[config.mk]
export PLATFORM = sky130hd
export DESIGN_NAME = hazard_ctrl
export DESIGN_NICKNAME = d
export VERILOG_FILES = /design/src/rtl/hazard_ctrl.sv
export SDC_FILE = /design/constraint.sdc
export NUM_CORES = 1
export LEC_CHECK = 0
export ABC_AREA = 1
export BUFFER_PORTS_ARGS = -buffer_cell sky130_fd_sc_hd__buf_4
export CORE_MARGIN = 2
export CORE_UTILIZATION = 50
export CTS_CLUSTER_DIAMETER = 60
export DETAILED_ROUTE_END_ITERATION = 8
export PLACE_DENSITY = 0.75
export SYNTH_ARGS = -nofsm -noshare
export SYNTH_HDL_FRONTEND = slang
export SYNTH_SLANG_ARGS = --single-unit
[constraint.sdc]
create_clock -name clk -period 3.6 [get_ports clk]
set_input_delay 0.36 -clock clk [delete_from_list [all_inputs] [get_ports clk]]
set_output_delay 0.36 -clock clk [all_outputs]
set_load 0.05 [all_outputs]
[src/rtl/hazard_ctrl.sv]
// Pipeline hazard controller: load-use bubbles, taken-branch redirects and
// data-memory freezes, with a watchdog on memory wait states and saturating
// event counters.
//
//   state    | meaning
//   ---------+------------------------------------------------------------
//   RUN      | normal flow; a new un-ready data access freezes the pipe
//   MEM_WAIT | data access outstanding; pipe frozen until dmem_ready
module hazard_ctrl #(
  parameter int CNT_W   = 16,
  parameter int TIMEOUT = 64
) (
  input  logic             clk,
  input  logic             reset,
  input  logic [4:0]       id_rs1,
  input  logic [4:0]       id_rs2,
  input  logic             id_uses_rs1,
  input  logic             id_uses_rs2,
  input  logic             ex_mem_read,
  input  logic [4:0]       ex_rd,
  input  logic             ex_branch_taken,
  input  logic             dmem_req,
  input  logic             dmem_ready,
  output logic             pc_write,
  output logic             pc_sel,
  output logic             if_id_write,
  output logic             if_id_flush,
  output logic             id_ex_stall,
  output logic             pipe_hold,
  output logic             mem_timeout,
  output logic [CNT_W-1:0] stall_cnt,
  output logic [CNT_W-1:0] flush_cnt,
  output logic [CNT_W-1:0] freeze_cnt
);

  localparam int WAIT_W = $clog2(TIMEOUT + 1);

  localparam logic [0:0] RUN      = 1'b0;
  localparam logic [0:0] MEM_WAIT = 1'b1;

  localparam logic [WAIT_W-1:0] WAIT_ONE  = {{(WAIT_W-1){1'b0}}, 1'b1};
  localparam logic [WAIT_W-1:0] WAIT_LAST = WAIT_W'(TIMEOUT - 1);
  localparam logic [WAIT_W-1:0] WAIT_MAX  = WAIT_W'(TIMEOUT);
  localparam logic [CNT_W-1:0]  CNT_ONE   = {{(CNT_W-1){1'b0}}, 1'b1};
  localparam logic [CNT_W-1:0]  CNT_SAT   = {CNT_W{1'b1}};

  logic [0:0]        state;
  logic [0:0]        state_nxt;
  logic [WAIT_W-1:0] wait_cnt;
  logic              load_use;
  logic              freeze;
  logic              rs1_hit;
  logic              rs2_hit;
  logic              stall_evt;
  logic              flush_evt;
  logic              freeze_evt;

  // Load-use detection: the ID instruction needs a register the EX load has not produced yet
  always_comb begin
    rs1_hit  = id_uses_rs1 && (id_rs1 == ex_rd);
    rs2_hit  = id_uses_rs2 && (id_rs2 == ex_rd);
    load_use = ex_mem_read && (ex_rd != 5'd0) && (rs1_hit || rs2_hit);
  end

  // Freeze whenever a data access is outstanding and memory is not ready this cycle
  always_comb begin
    freeze = 1'b0;
    if (state == MEM_WAIT) begin
      freeze = !dmem_ready;
    end else begin
      freeze = dmem_req && !dmem_ready;
    end
  end

  // Next-state logic; dmem_req is not looked at while waiting since the access is held
  always_comb begin
    state_nxt = state;
    case (state)
      RUN: begin
        if (dmem_req && !dmem_ready) begin
          state_nxt = MEM_WAIT;
        end
      end
      MEM_WAIT: begin
        if (dmem_ready) begin
          state_nxt = RUN;
        end
      end
      default: state_nxt = RUN;
    endcase
  end

  // State register
  always_ff @(posedge clk) begin
    if (reset) begin
      state <= RUN;
    end else begin
      state <= state_nxt;
    end
  end

  // Prioritised pipeline control: reset, freeze, redirect, load-use bubble, normal flow
  always_comb begin
    pc_write    = 1'b1;
    pc_sel      = 1'b0;
    if_id_write = 1'b1;
    if_id_flush = 1'b0;
    id_ex_stall = 1'b0;
    pipe_hold   = 1'b0;
    if (reset) begin
      pc_write    = 1'b0;
      if_id_write = 1'b0;
      if_id_flush = 1'b1;
      id_ex_stall = 1'b1;
    end else if (freeze) begin
      pc_write    = 1'b0;
      if_id_write = 1'b0;
      pipe_hold   = 1'b1;
    end else if (ex_branch_taken) begin
      // The squashed ID instruction makes any load-use hazard irrelevant
      pc_sel      = 1'b1;
      if_id_flush = 1'b1;
      id_ex_stall = 1'b1;
    end else if (load_use) begin
      // One bubble suffices: the load moves on to MEM next cycle
      pc_write    = 1'b0;
      if_id_write = 1'b0;
      id_ex_stall = 1'b1;
    end
  end

  // Watchdog on memory wait cycles; the error is sticky but does not abort the wait
  always_ff @(posedge clk) begin
    if (reset) begin
      wait_cnt    <= '0;
      mem_timeout <= 1'b0;
    end else if (state == RUN) begin
      wait_cnt <= '0;
    end else if (!dmem_ready) begin
      if (wait_cnt == WAIT_LAST) begin
        mem_timeout <= 1'b1;
      end
      if (wait_cnt != WAIT_MAX) begin
        wait_cnt <= wait_cnt + WAIT_ONE;
      end
    end
  end

  // Event strobes matching the control priority above
  always_comb begin
    freeze_evt = !reset && freeze;
    flush_evt  = !reset && !freeze && ex_branch_taken;
    stall_evt  = !reset && !freeze && !ex_branch_taken && load_use;
  end

  // Load-use bubble counter, saturating
  always_ff @(posedge clk) begin
    if (reset) begin
      stall_cnt <= '0;
    end else if (stall_evt && (stall_cnt != CNT_SAT)) begin
      stall_cnt <= stall_cnt + CNT_ONE;
    end
  end

  // Redirect counter, saturating
  always_ff @(posedge clk) begin
    if (reset) begin
      flush_cnt <= '0;
    end else if (flush_evt && (flush_cnt != CNT_SAT)) begin
      flush_cnt <= flush_cnt + CNT_ONE;
    end
  end

  // Frozen-cycle counter, saturating
  always_ff @(posedge clk) begin
    if (reset) begin
      freeze_cnt <= '0;
    end else if (freeze_evt && (freeze_cnt != CNT_SAT)) begin
      freeze_cnt <= freeze_cnt + CNT_ONE;
    end
  end

endmodule
Word-level counts from Yosys, hierarchy flattened --
Cells that the tools add are included.
Word-level totals: input bits 23, logic and storage cells 59, flip-flop bits (word level) 57, output and inout bits 55
Operators by class: reduce and logical (&&, ||, !) cells 22, mux-type cells 18, bitwise gates (word level) 2, equal/unequal tests 7, $add $sub $neg 4
Operators with widths (count):
- adder 16 x 1 -> 16 bit, second input constant | 3
- inequality test 16 bit, second input constant | 3
- 2-to-1 mux 1 bit | 17
- logical AND 1 bit | 13
- equality test 5 bit | 2
- adder 7 x 1 -> 7 bit, second input constant | 1
- equality test 7 x 6 -> 1 bit, second input constant | 1
- inequality test 7 bit, second input constant | 1
- nonzero test 5 bit | 1
- zero test 1 bit | 4
- AND reduction 3 bit | 1
- NOT 1 bit | 2
- case mux 1 bit (2 select lines) | 1
- AND reduction 2 bit | 1
- OR reduction 2 bit | 1
- logical OR 1 bit | 1

Depth between registers and ports, before layout --
Gate-level depths: netlist (run 1).
depth after elaboration 8, depth in mapped cells 12, depth with buffers taken out 11

Worst setup path before layout (run 1) --
No wires, ideal clock.
path kind input-to-output, from in ex_rd[3], to out pc_write, cell stages on the path 9, setup slack 1.605 ns, arrival 1.635 ns, buffers on the path 2, required time 3.240 ns, path through inv_1 -> nand4_1 -> o21ai_0 -> inv_1 -> nand3_2 -> buf_6 -> nand2_1 -> inv_1 -> buf_4
On the way: longest elaborated chain between the ends 8, elaborated cells on any way between the ends 12, those cells by class eq/ne (2); mux (4); reduce/logical (6)
Ends and longest elaborated chain:
- from (decl) | RTL line 20 | input logic [4:0] ex_rd,
- equality test 5 bit (on tied branches) | RTL line 60, 61
- logical AND 1 bit (on tied branches) | RTL line 60, 61
- logical OR 1 bit | RTL line 62 | load_use = ex_mem_read && (ex_rd != 5'd0) && (rs1_hit || rs2_hit);
- logical AND 1 bit * | RTL line 62
- 2-to-1 mux 1 bit * (4 in a row)
- to (decl) | RTL line 24 | output logic pc_write,
Mark *: on every way between the ends. The rest lies on a longest branch, timed or not.

Worst setup path in the final report (run 1) --
from reg freeze_cnt[1], to reg freeze_cnt[10]
On the way: longest elaborated chain between the ends 2, elaborated cells on any way between the ends 3, those cells by class add/sub (1); eq/ne (1); reduce/logical (1)
Ends and longest elaborated chain:
- from (decl) | RTL line 33 | output logic [CNT_W-1:0] freeze_cnt
- from (signal assigned) | RTL line 179 | freeze_cnt <= freeze_cnt + CNT_ONE;
- parallel branches: the longest is 2 deep, another holds adder 16 x 1 -> 16 bit
Several ways; the timed one is not identified. A chain may end at the register's enable or synchronous reset.

==> metrics.cfg, run 1 <==
[global_route]
grt_usage_pct = 22.9
antenna_found_initial = 0
grt_pass1_wl_mm = 13.5
grt_remaining_overflow = 0
grt_max_degree = 23
grt_pass1_vias = 3164

[setup_path]
cp-startpoint = freeze_cnt[1]
start_kind = register
cp_cell_sequence = ha_1, nand3_1, nor2_1, nand3_1, nand2_1, inv_1, nand2_1, o21ai_0, a21oi_1
max_stage_delay_ps = 440
cp_data_required_time_ps = 3870
path_class = reg2reg
slowest_stage = nand2_1
arrival_ps = 2480
rr_startpoint = freeze_cnt[1]
endpoint = freeze_cnt[10]
end_kind = register
reg2reg_to = freeze_cnt[10]
path_max_fanout = 20
r2r_setup_slack_ps = 1390
worstRegToRegCells = 9

[synthesis]
synthesis.area_um2 = 3220
synth_seq_area_share_pct = 35.5
synth.ff_latch_count = 57
syn_area_per_cell_um2 = 6.20
ys_types = 32
yosysWarnings = 0
syn-instance-count = 519
synth_top_area_cell = dfxtp_1
netlist_top_cells_area = dfxtp_1 35%, nand2_1 18%, nor2_1 11%, inv_1 7.0%, a21oi_1 4.2%
synthDominantCellAreaShare_pct = 35.5
syn_nets = 547

[die]
fp.dieH_um = 84.2
die_w_um = 84.2
ios = 78
start_util_pct = 51.2
die_area_um2 = 7090
core-area_um2 = 6280
row_count = 29

[detailed_routing]
firstDrtPassIters = 4
first_iter_violations = 131
drc = 0
routedWlPerCell_um = 11.7
viasPerCell = 5.02
dr_total_vias = 3404
wirelength_mm = 7.95
antenna_left = 0

[timing]
slew_viol_final = 0
rsz0062_at_grt = no
setup_tns_ps = 0
hold_viol_final = 0
tightest_slew_ps = 654
fmax_mhz = 452
fin_skew_ps = 7.90
fin_crit_sh_pct = 61.4
period_needed_ps = 2210
setup-violations-final = 0
max-slew-margin-rel_pct = 56.3

[cts]
root_buffer = clkbuf_8
tritoncts = done
cts_setup_buffers = 0
cts_made_buffers = 9
holdBufCountCts = 0
path_clk_slew_ps = 70
cts.path.max_buffers = 2
clkLatencyLatePin_ps = 340
cts_sinks = 57
h-tree-depth = 3
ctsResizeCount = 0

[job]
maxCapViolCount = 0

[placement]
place.port_buffers = 77
dp_hpwl_mm = 5.87
gp_congestion = 0.881
place_area_um2 = 3830

[outcome]
status = completed

[pwr]
p_leak_nw = 1.70
ir_worst_vdd_mv = 0.234
power_mw = 1.40
powerDensity_nw_per_um2 = 346

[finish]
nNetsFinal = 624
fin_util_pct = 64.3
synthToLayoutAreaGrowth_pct = 25.5
drive_above_1_share_pct = 17.1
diodes = 0
fillers = 602
design_area_um2 = 4040

[worst_hold_path]
hold_path.class = in2reg
holdPathStages = 3

## sequential cells by signal (all words and copies together), names as in the netlist
name	cells
flush_cnt	16
freeze_cnt	16
mem_timeout	1
stall_cnt	16
state	1
wait_cnt	7
## how the worst min path moves through the flow
stage | start | end | slack, ps
3_3_place_gp | mem_timeout | mem_timeout | 450
6_report | dmem_req | state | 320
4_1_cts | dmem_req | state | 310
3_5_place_dp | mem_timeout | mem_timeout | 460
2_1_floorplan | wait_cnt[6] | wait_cnt[6] | 460
5_1_grt | reset | freeze_cnt[15] | 350
## stage by stage
step / hold slack [ps] / std cells / setup slack, ps
final: 324 / 678 / 1390
after global routing: 353 / 678 / 1160
after CTS: 314 / 678 / 1420
after detailed placement: 465 / 662 / 1410
after global placement: 452 / 662 / 1480
after floorplan: 458 / 519 / 1610
## worst max-delay path, delay by kind of cell, from the launching register on
| kind | cells | cell delay (ps) |
|---|---|---|
| and+or+nand+nor | 5 | 1010 |
| adders and majority gates | 1 | 220 |
| DFF | 1 | 380 |
| AOI/OAI and AO/OA | 2 | 240 |
| buffers and inverters | 1 | 280 |
## report_power, final
group / internal (mW) / total, mW / switching, mW
clock: 0.358 / 0.626 / 0.268
combinational: 0.0449 / 0.132 / 0.0867
sequential: 0.635 / 0.640 / 0.00480
total: 1.04 / 1.40 / 0.360
## per-layer routing
layer / GRT usage, % / up-vias / share of wire (%)
met3: 4.03 / 12 / 4.1
met4: 9.24 / 0 / 1.6
li1: - / 1812 / -
met5: 0 / - / 0
met2: 40.3 / 74 / 48
met1: 27.5 / 1506 / 46
## cells in the mapped netlist
library cell and instances:
nor2_2 3, nor4_1 3, ha_1 5, a31o_2 1, nor3b_1 1, nor3b_2 1, clkbuf_1 4, xor2_1 5
o21ai_0 26, inv_2 1, o21a_1 1, nand4_2 1, nand2_2 1, nand4_1 14, nor3_1 26, o2111ai_1 1
buf_6 1, and2_1 2, o21ai_1 1, nor2_1 94, inv_1 60, dfxtp_1 57, nand2_1 150, buf_1 1
o21ai_4 1, nand3_2 1, buf_2 3, and3_1 2, buf_4 3, nand3b_1 2, a21oi_1 27, nand3_1 20
## cells by family (layout without fill, tap and decap cells)
group,count (synthesis),count (layout),share of synthesized area (%)
and+or+nand+nor,321,321,42.3
DFF,57,57,35.5
adders and majority gates,5,5,1.95
buffers and inverters,73,155,9.22
xor gates and xnor gates,5,5,1.36
AOI/OAI and AO/OA,58,58,9.69
## area by class of cell
type	count	area [um2]	area share, %
Multi-Input combinational cell	389	1780	44.0
Tap cell	77	96.3	2.39
Clock buffer	12	155	3.84
Timing Repair Buffer	78	586	14.5
Clock inverter	4	51.3	1.27
Inverter	61	229	5.67
Sequential cell	57	1140	28.3
## cell usage in the layout, fill, tap and decap left out, types with 11 or more instances in the layout
master,n
inv_1,60
nand4_1,14
a21oi_1,27
nand2_1,150
clkbuf_8,11
o21ai_0,26
nor3_1,26
nor2_1,94
nand3_1,20
dfxtp_1,57
buf_4,78
(Power assumes the default switching activity.)
==> run 2, diff against run 1 <==
==> constraint.sdc (replaced) <==
create_clock -name clk -period 2.3 [get_ports clk]
set_input_delay 0.23 -clock clk [delete_from_list [all_inputs] [get_ports clk]]
set_output_delay 0.23 -clock clk [all_outputs]
set_load 0.05 [all_outputs]
==> run 2 against run 1 <==
Net effect: global-route usage is 0.55 points higher; highest routed layer unchanged; die area is the same; via count rose by 2.5%; critical path type unchanged; routed wire length shrank 1.2%; register-to-register slack got worse by 990 ps; first-iteration DRC count increased by 32%; combinational power rose by 56%.
==> metrics.cfg, run 2 (synthesized netlist as in run 1, its figures left out) <==
[outcome]
status = completed

[timing]
fmax_mhz = 525
setup_tns_ps = 0
max-slew-margin-rel_pct = 74.9
tightest_slew_ps = 377
rsz0062_at_grt = no
fin_hold_ws_ps = 192
fin_skew_ps = 12.1
fin_crit_sh_pct = 82.7
hold_viol_final = 0
setup-violations-final = 0
slew_viol_final = 0
fin_ws_ps = 397
period_needed_ps = 1900

[worst_hold_path]
holdPathStages = 3
hold_path.class = in2reg

[die]
start_util_pct = 51.2
die_area_um2 = 7090
core-area_um2 = 6280
fp.dieH_um = 84.2
die_w_um = 84.2
row_count = 29
ios = 78

[finish]
diodes = 0
instances_no_fill = 679
final_cell_mix = 150 x nand2_1, 94 x nor2_1, 79 x buf_4, 60 x inv_1, 57 x dfxtp_1
largest_registers = flush_cnt x16, freeze_cnt x16, stall_cnt x16
nNetsFinal = 625
final_common_cell = nand2_1
fillers = 616
drive_above_1_share_pct = 17.1
synthToLayoutAreaGrowth_pct = 25.9

[global_route]
grt_pass1_wl_mm = 13.8
grt_pass1_vias = 3250
grt_remaining_overflow = 0
grt_max_degree = 38
grt_usage_pct = 23.4
antenna_found_initial = 0

[detailed_routing]
viasPerCell = 5.14
firstDrtPassIters = 5
routedWlPerCell_um = 11.6
first_iter_violations = 173
dr_total_vias = 3488
antenna_left = 0
drc = 0
wirelength_mm = 7.85

[cts]
h-tree-depth = 3
clkLatencyLatePin_ps = 340
cts_setup_buffers = 0
cts_sinks = 57
path_clk_slew_ps = 70
cts_made_buffers = 9
tritoncts = done
root_buffer = clkbuf_8
cts.path.max_buffers = 2
ctsResizeCount = 0
holdBufCountCts = 0

[setup_path]
arrival_ps = 2170
cp.buffers_inverters = 1
r2r_setup_slack_ps = 400
slowest_stage = dfxtp_1
reg2reg_to = flush_cnt[6]
crit_top_cell = nand3_1
cp_data_required_time_ps = 2570
rr_startpoint = flush_cnt[0]
cp-startpoint = flush_cnt[0]
path_depth = 9
path_class = reg2reg
crit_family = simple AND/OR/NAND/NOR gates
end_kind = register
path_max_fanout = 15
cp_cell_sequence = ha_1, nand3_1, nor2_1, nand3_1, nand2_2, inv_1, nand2_1, o21ai_0, a21oi_1
max_stage_delay_ps = 390
endpoint = flush_cnt[6]
start_kind = register
worstRegToRegCells = 9

[pwr]
intPower_mw = 1.67
ir_worst_vdd_mv = 0.452
comb_power_share_pct = 9.3
power_mw = 2.22
p_leak_nw = 1.70
pwr-share-seq_pct = 45.1
switchingPower_uw = 546
clockPowerShare_pct = 45.6
powerDensity_nw_per_um2 = 548
netSwitchingFraction_pct = 24.6

[placement]
dp.cells = 663
gp_congestion = 0.890
place_ws_ps = 425
dp_hpwl_mm = 5.85
place.port_buffers = 77

[job]
maxCapViolCount = 0

## run 2: through the flow
stage / utilization (%) / area [um2]
after floorplan: - / 3220
after CTS: 64.5 / 4050
after global placement: 61.1 / 3840
after detailed placement: 61.1 / 3840
final: 64.5 / 4050
after global routing: 64.5 / 4050
## run 2: worst reg2reg max path, delay by kind of cell (launching register included)
kind,cells,cell delay [ps]
adder cells (fa/ha/maj),1,210
AO/OA/AOI/OAI,2,190
flip-flops,1,390
buffers and inverters,1,200
AND/OR/NAND/NOR,5,830
## run 2: area by class of cell
| type | instances | area, um2 | share of cell area, % |
|---|---|---|---|
| sequential | 57 | 1140 | 28.2 |
| multi-input combinational | 389 | 1780 | 43.9 |
| inverter | 61 | 229 | 5.66 |
| tap | 77 | 96.3 | 2.38 |
| timing repair buffer | 79 | 593 | 14.6 |
| clock inverter | 5 | 80.1 | 1.98 |
| clock buffer | 11 | 131 | 3.24 |
## run 2: power groups by stage
stage,sequential [mW],clock (mW),combinational (mW)
floorplan,1.04,0,0.119
global placement,1.02,0,0.204
detailed placement,1.02,0,0.206
CTS,1.00,1.04,0.207
global route,1.00,1.08,0.230
finish,1.00,1.01,0.206
## run 2: worst min path at each step
stage,start,endpoint,slack [ps]
after global placement,mem_timeout,mem_timeout,450
after CTS,dmem_req,state,180
after global routing,dmem_ready,wait_cnt[4],200
after floorplan,dmem_req,state,390
after detailed placement,mem_timeout,mem_timeout,460
final,dmem_req,state,190
## run 2: layer usage
layer  up-vias  global-route usage, %  part of all wire, %
met2       100                   40.3                   49
met5         -                      0                    0
li1       1812                      -                    -
met4         0                   8.36                  1.1
met3         8                   5.21                  5.8
met1      1568                   28.8                   44
